$ cat src/rtl/wb_io_bus_ctrl.sv
// Wishbone slave bus controller: decodes each cycle to memory or one of three
// IO devices, drives chip selects and read/write strobes with per-space wait
// states, captures read data from the return mux and returns a one-cycle ack.
module wb_io_bus_ctrl #(
  parameter int unsigned MEM_WAIT = 1,
  parameter int unsigned IO_WAIT  = 2,
  parameter logic [3:0]  IO0_BASE = 4'h0,
  parameter logic [3:0]  IO1_BASE = 4'h1,
  parameter logic [3:0]  IO2_BASE = 4'h2
) (
  input  logic        wb_clk_i,
  input  logic        wb_rst_n_i,
  input  logic        wb_cyc_i,
  input  logic        wb_stb_i,
  input  logic        wb_we_i,
  input  logic        wb_tga_i,
  input  logic [15:0] wb_adr_i,
  input  logic [15:0] wb_dat_i,
  output logic [15:0] wb_dat_o,
  output logic        wb_ack_o,
  output logic [15:0] ADR,
  output logic [15:0] DATW,
  input  logic [15:0] MUXDATI,
  output logic        MEMCS_N,
  output logic        IOCS0_N,
  output logic        IOCS1_N,
  output logic        IOCS2_N,
  output logic        RDN,
  output logic        WRN
);

  typedef enum logic [1:0] {IDLE, SETUP, STROBE, ACK} state_e;

  state_e      state_q, state_d;
  logic [3:0]  cnt_q, cnt_d;
  logic        we_q, we_d;
  logic        tga_q, tga_d;
  logic [15:0] adr_q, adr_d;
  logic [15:0] datw_q, datw_d;
  logic [15:0] dato_q, dato_d;
  logic        ack_q, ack_d;
  // Active-low selects packed as {IOCS2, IOCS1, IOCS0, MEMCS}
  logic [3:0]  sel_n_q, sel_n_d;
  logic        rdn_q, rdn_d;
  logic        wrn_q, wrn_d;

  // Address decode with IO0 > IO1 > IO2 priority; all ones when unmapped
  function automatic logic [3:0] decode_sel(input logic tga, input logic [3:0] page);
    logic [3:0] sel;
    sel = '1;
    if (!tga)                sel = 4'b1110;
    else if (page == IO0_BASE) sel = 4'b1101;
    else if (page == IO1_BASE) sel = 4'b1011;
    else if (page == IO2_BASE) sel = 4'b0111;
    return sel;
  endfunction

  // State and registered outputs
  always_ff @(posedge wb_clk_i or negedge wb_rst_n_i) begin
    if (!wb_rst_n_i) begin
      state_q <= IDLE;
      cnt_q   <= '0;
      we_q    <= 1'b0;
      tga_q   <= 1'b0;
      adr_q   <= '0;
      datw_q  <= '0;
      dato_q  <= '0;
      ack_q   <= 1'b0;
      sel_n_q <= '1;
      rdn_q   <= 1'b1;
      wrn_q   <= 1'b1;
    end else begin
      state_q <= state_d;
      cnt_q   <= cnt_d;
      we_q    <= we_d;
      tga_q   <= tga_d;
      adr_q   <= adr_d;
      datw_q  <= datw_d;
      dato_q  <= dato_d;
      ack_q   <= ack_d;
      sel_n_q <= sel_n_d;
      rdn_q   <= rdn_d;
      wrn_q   <= wrn_d;
    end
  end

  // Next state; outputs are computed for the state being entered so that
  // every device-facing signal comes straight from a flop
  always_comb begin
    state_d = state_q;
    cnt_d   = cnt_q;
    we_d    = we_q;
    tga_d   = tga_q;
    adr_d   = adr_q;
    datw_d  = datw_q;
    dato_d  = dato_q;
    ack_d   = 1'b0;
    sel_n_d = '1;
    rdn_d   = 1'b1;
    wrn_d   = 1'b1;
    unique case (state_q)
      IDLE: begin
        if (wb_cyc_i && wb_stb_i) begin
          adr_d   = wb_adr_i;
          datw_d  = wb_dat_i;
          we_d    = wb_we_i;
          tga_d   = wb_tga_i;
          cnt_d   = wb_tga_i ? 4'(IO_WAIT) : 4'(MEM_WAIT);
          sel_n_d = decode_sel(wb_tga_i, wb_adr_i[15:12]);
          state_d = SETUP;
        end
      end
      SETUP: begin
        if (!wb_cyc_i) begin
          state_d = IDLE;
        end else begin
          sel_n_d = sel_n_q;
          rdn_d   = we_q;
          wrn_d   = !we_q;
          state_d = STROBE;
        end
      end
      STROBE: begin
        if (!wb_cyc_i) begin
          state_d = IDLE;
        end else if (cnt_q == '0) begin
          ack_d   = 1'b1;
          state_d = ACK;
          // Unmapped IO read returns zero regardless of the mux
          if (!we_q) dato_d = (&sel_n_q) ? '0 : MUXDATI;
        end else begin
          cnt_d   = cnt_q - 4'd1;
          sel_n_d = sel_n_q;
          rdn_d   = rdn_q;
          wrn_d   = wrn_q;
        end
      end
      ACK: begin
        state_d = IDLE;
      end
      default: begin
        state_d = IDLE;
      end
    endcase
  end

  assign wb_dat_o = dato_q;
  assign wb_ack_o = ack_q;
  assign ADR      = adr_q;
  assign DATW     = datw_q;
  assign MEMCS_N  = sel_n_q[0];
  assign IOCS0_N  = sel_n_q[1];
  assign IOCS1_N  = sel_n_q[2];
  assign IOCS2_N  = sel_n_q[3];
  assign RDN      = rdn_q;
  assign WRN      = wrn_q;

endmodule

$ cat config.mk
export PLATFORM = sky130hd
export DESIGN_NAME = wb_io_bus_ctrl
export DESIGN_NICKNAME = d
export VERILOG_FILES = /design/src/rtl/wb_io_bus_ctrl.sv
export SDC_FILE = /design/constraint.sdc
export NUM_CORES = 1
export LEC_CHECK = 0
export ABC_AREA = 0
export BUFFER_PORTS_ARGS = -buffer_cell sky130_fd_sc_hd__buf_2
export CAP_MARGIN = 30
export CORE_UTILIZATION = 48
export DETAILED_ROUTE_END_ITERATION = 16
export PLACE_DENSITY = 0.88
export SYNTH_ARGS = -nofsm -noshare
export SYNTH_HDL_FRONTEND = slang
export SYNTH_SLANG_ARGS = --single-unit
$ cat constraint.sdc
create_clock -name wb_clk_i -period 2.2 [get_ports wb_clk_i]
set_input_delay 0.44 -clock wb_clk_i [delete_from_list [all_inputs] [get_ports wb_clk_i]]
set_output_delay 0.44 -clock wb_clk_i [all_outputs]
set_load 0.005 [all_outputs]
==> metrics.csv <==
stage,metric,value,unit
placed_design,placed_area,0.00328,mm2
logic_synthesis,synthArstFlopShare,100,%
logic_synthesis,ys_seq_area_share,59.0,%
logic_synthesis,synth.avg_cell_area,13.1,um2
clock_network,htree_levels,3,
logic_synthesis,yosysUniqueCellTypes,38,
global_route,grt_pass1_wl,8850,um
finish,num_antenna_cells,0,
finish,fin_cells,392,
clock_network,clkTransAtPathRegs,70,ps
setup_path,cp_slowest_cell,or3b_2,
clock_network,cts_setup_buffers,0,
timing,clock.fmax,0.527,GHz
floorplanning,core-area,0.00520,mm2
logic_synthesis,synth_edf_count,0,
pwr,power_density,1010,mW/mm2
placed_design,placed_cells,376,
timing,report.final.hold_viol_count,0,
route,wl_per_cell,13.7,um
pwr,peakVddDrop,0.599,mV
route,ant_nets,0,
setup_path,rr_worst_depth,5,
setup_path,endpoint,sel_n_q[2]$_DFFE_PN1P_,
finish,layout.nets,372,
clock_network,cts-root-buf,clkbuf_8,
timing,period_share,86.2,%
setup_path,cp_cell_sequence,inv_1 -> ha_1 -> or3b_2 -> a31oi_1 -> o32a_2,
global_route,grt_max_degree,37,
route,vias,1951,
route,drc,0,
timing,worst_pin_slew,605,ps
global_route,track_usage,19.8,%
setup_path,cp.depth,5,
floorplanning,die_w,76.2,um
timing,slew_headroom,59.7,%
timing,min_period,1900,ps
global_route,grt_pass1_vias,1957,
finish,layout_common_cells,"buf_2 (108), dfrtp_1 (56), mux2_2 (33)",
floorplanning,dieHeight,76.2,um
pwr,total_power,3.57,mW
logic_synthesis,synthCells,201,
setup_path,crit_fanout,5,
setup_path,rrSetupSlack,300,ps
finish,design_area,0.00354,mm2
floorplanning,start_util,50.7,%
pwr,p_leak,1.82,nW
timing,drv_slew,0,
placed_design,gp_congestion,0.822,
timing,fin_skew,9.04,ps
worst_hold_path,min_path_type,in2async,
floorplanning,dieArea,0.00580,mm2
setup_path,cp-end-kind,flip-flop,
setup_path,cp.required,2470,ps
clock_network,postCtsHoldBufs,0,
setup_path,cp_top_family,compound AO/OA/AOI/OAI gates,
setup_path,arrival,2170,ps
clock_network,worstSkewPairLatency,330,ps
logic_synthesis,syn-num-nets,256,
timing,setup_violations,0,
timing,rsz0062_at_grt,no,
global_route,antenna_found_initial,0,
global_route,overflow,0,
finish,layout_commonest_cell,buf_2,
timing,whs,115,ps
clock_network,cts_tree,done,
logic_synthesis,ys_warn_count,0,
status,status,completed,
setup_path,worst_setup_path_start_kind,flip-flop,
route,routed_wl,5360,um
timing,fin_setup_tns,0,ps
floorplanning,num_rows,26,
logic_synthesis,syn_area,0.00264,mm2
setup_path,path_buf_inv,1,
clock_network,ctsResizeCount,0,
logic_synthesis,ys_seq_elements,62,
logic_synthesis,ys.flop_type,dfrtp_1,
finish,syn_to_final_growth,33.9,%
placed_design,numPortBuffers,108,
clock_network,cts_buffer_depth,2,
placed_design,dpl.hpwl,3950,um
setup_path,worstReg2RegEnd,sel_n_q[2]$_DFFE_PN1P_,
route,drt_pre_antenna_iters,4,
route,vias_per_cell,4.98,
setup_path,r2r-start,cnt_q[0]$_DFFE_PN0P_,
route,first_iter_violations,82,
setup_path,critPathKind,reg2reg,
clock_network,cts_buffers,9,
finish,drive_above_1_share,54.3,%
clock_network,clock_sinks,62,
floorplanning,io_pins,109,
flow_run,maxCapViolations,0,
setup_path,critical-path-max-stage-delay,500,ps
setup_path,cp-startpoint,cnt_q[0]$_DFFE_PN0P_,
[through the flow]
stage / util (%) / worst slack (ps)
2_1_floorplan: - / 497
3_3_place_gp: 63.0 / 398
3_5_place_dp: 63.0 / 333
4_1_cts: 68.0 / 318
5_1_grt: 68.0 / 233
6_report: 68.0 / 304
[worst min path at each step]
stage	end	slack, ps	cells after the start
2_1_floorplan	ADR[0]$_DFFE_PN0P_	140	0
3_3_place_gp	ADR[10]$_DFFE_PN0P_	490	1
3_5_place_dp	ADR[10]$_DFFE_PN0P_	490	1
4_1_cts	ADR[10]$_DFFE_PN0P_	120	1
5_1_grt	ADR[10]$_DFFE_PN0P_	150	1
6_report	ADR[10]$_DFFE_PN0P_	120	1
[layout make-up]
type	instances	area (um2)
clock inverters	5	105
fillers	388	1670
inverters	23	86.3
clock buffers	11	151
repair buffers	113	603
flip-flops and latches	62	1560
multi-input cells	108	945
well taps	70	87.6
[logic make-up (layout without fill, tap and decap cells)]
family	after synthesis	after routing	share of synthesized area, %
adder cells (fa/ha/maj)	1	1	0.474
multiplexers	51	51	20.9
AND/OR/NAND/NOR	39	39	8.62
buffers and inverters	31	152	5.78
flip-flops	62	62	59.0
AO/OA/AOI/OAI	17	17	5.21
[synthesized netlist by cell type, types with 2 or more instances]
| cell type | instances | share of area [%] |
|---|---|---|
| mux2_2 | 33 | 14 |
| o31ai_1 | 2 | 0.57 |
| buf_4 | 3 | 0.85 |
| nor2_1 | 3 | 0.43 |
| inv_1 | 23 | 3.3 |
| o32a_2 | 3 | 1.3 |
| nand3b_1 | 2 | 0.57 |
| dfrtp_1 | 56 | 53 |
| dfstp_2 | 6 | 6.0 |
| nor3b_1 | 2 | 0.57 |
| nand2_1 | 19 | 2.7 |
| clkbuf_1 | 2 | 0.28 |
| o21ai_0 | 2 | 0.38 |
| mux2i_1 | 18 | 6.8 |
| a22o_1 | 2 | 0.66 |
| nand2b_1 | 2 | 0.47 |
| o32ai_1 | 2 | 0.66 |
[registers in the layout, indices dropped and copies added (netlist names)]
name and count:
wb_dat_o 16, cnt_q 4, DATW 16, ADR 16, state_q 2, WRN 1, sel_n_q 4, wb_ack_o 1
RDN 1, we_q 1
[per-layer routing]
layer | GRT usage [%] | vias up | wire, um
li1 | - | 924 | -
met1 | 22.8 | 953 | 2280
met2 | 34.2 | 68 | 2720
met3 | 4.67 | 6 | 281
met4 | 10.4 | 0 | 71
met5 | 0 | - | 0
[report_power, final]
group          internal, mW  switching [mW]  total (mW)
logic                 0.429           0.334       0.763
clock network         0.815           0.434        1.25
registers              1.41           0.148        1.55
Note: power is estimated with default switching activity, not from simulation.
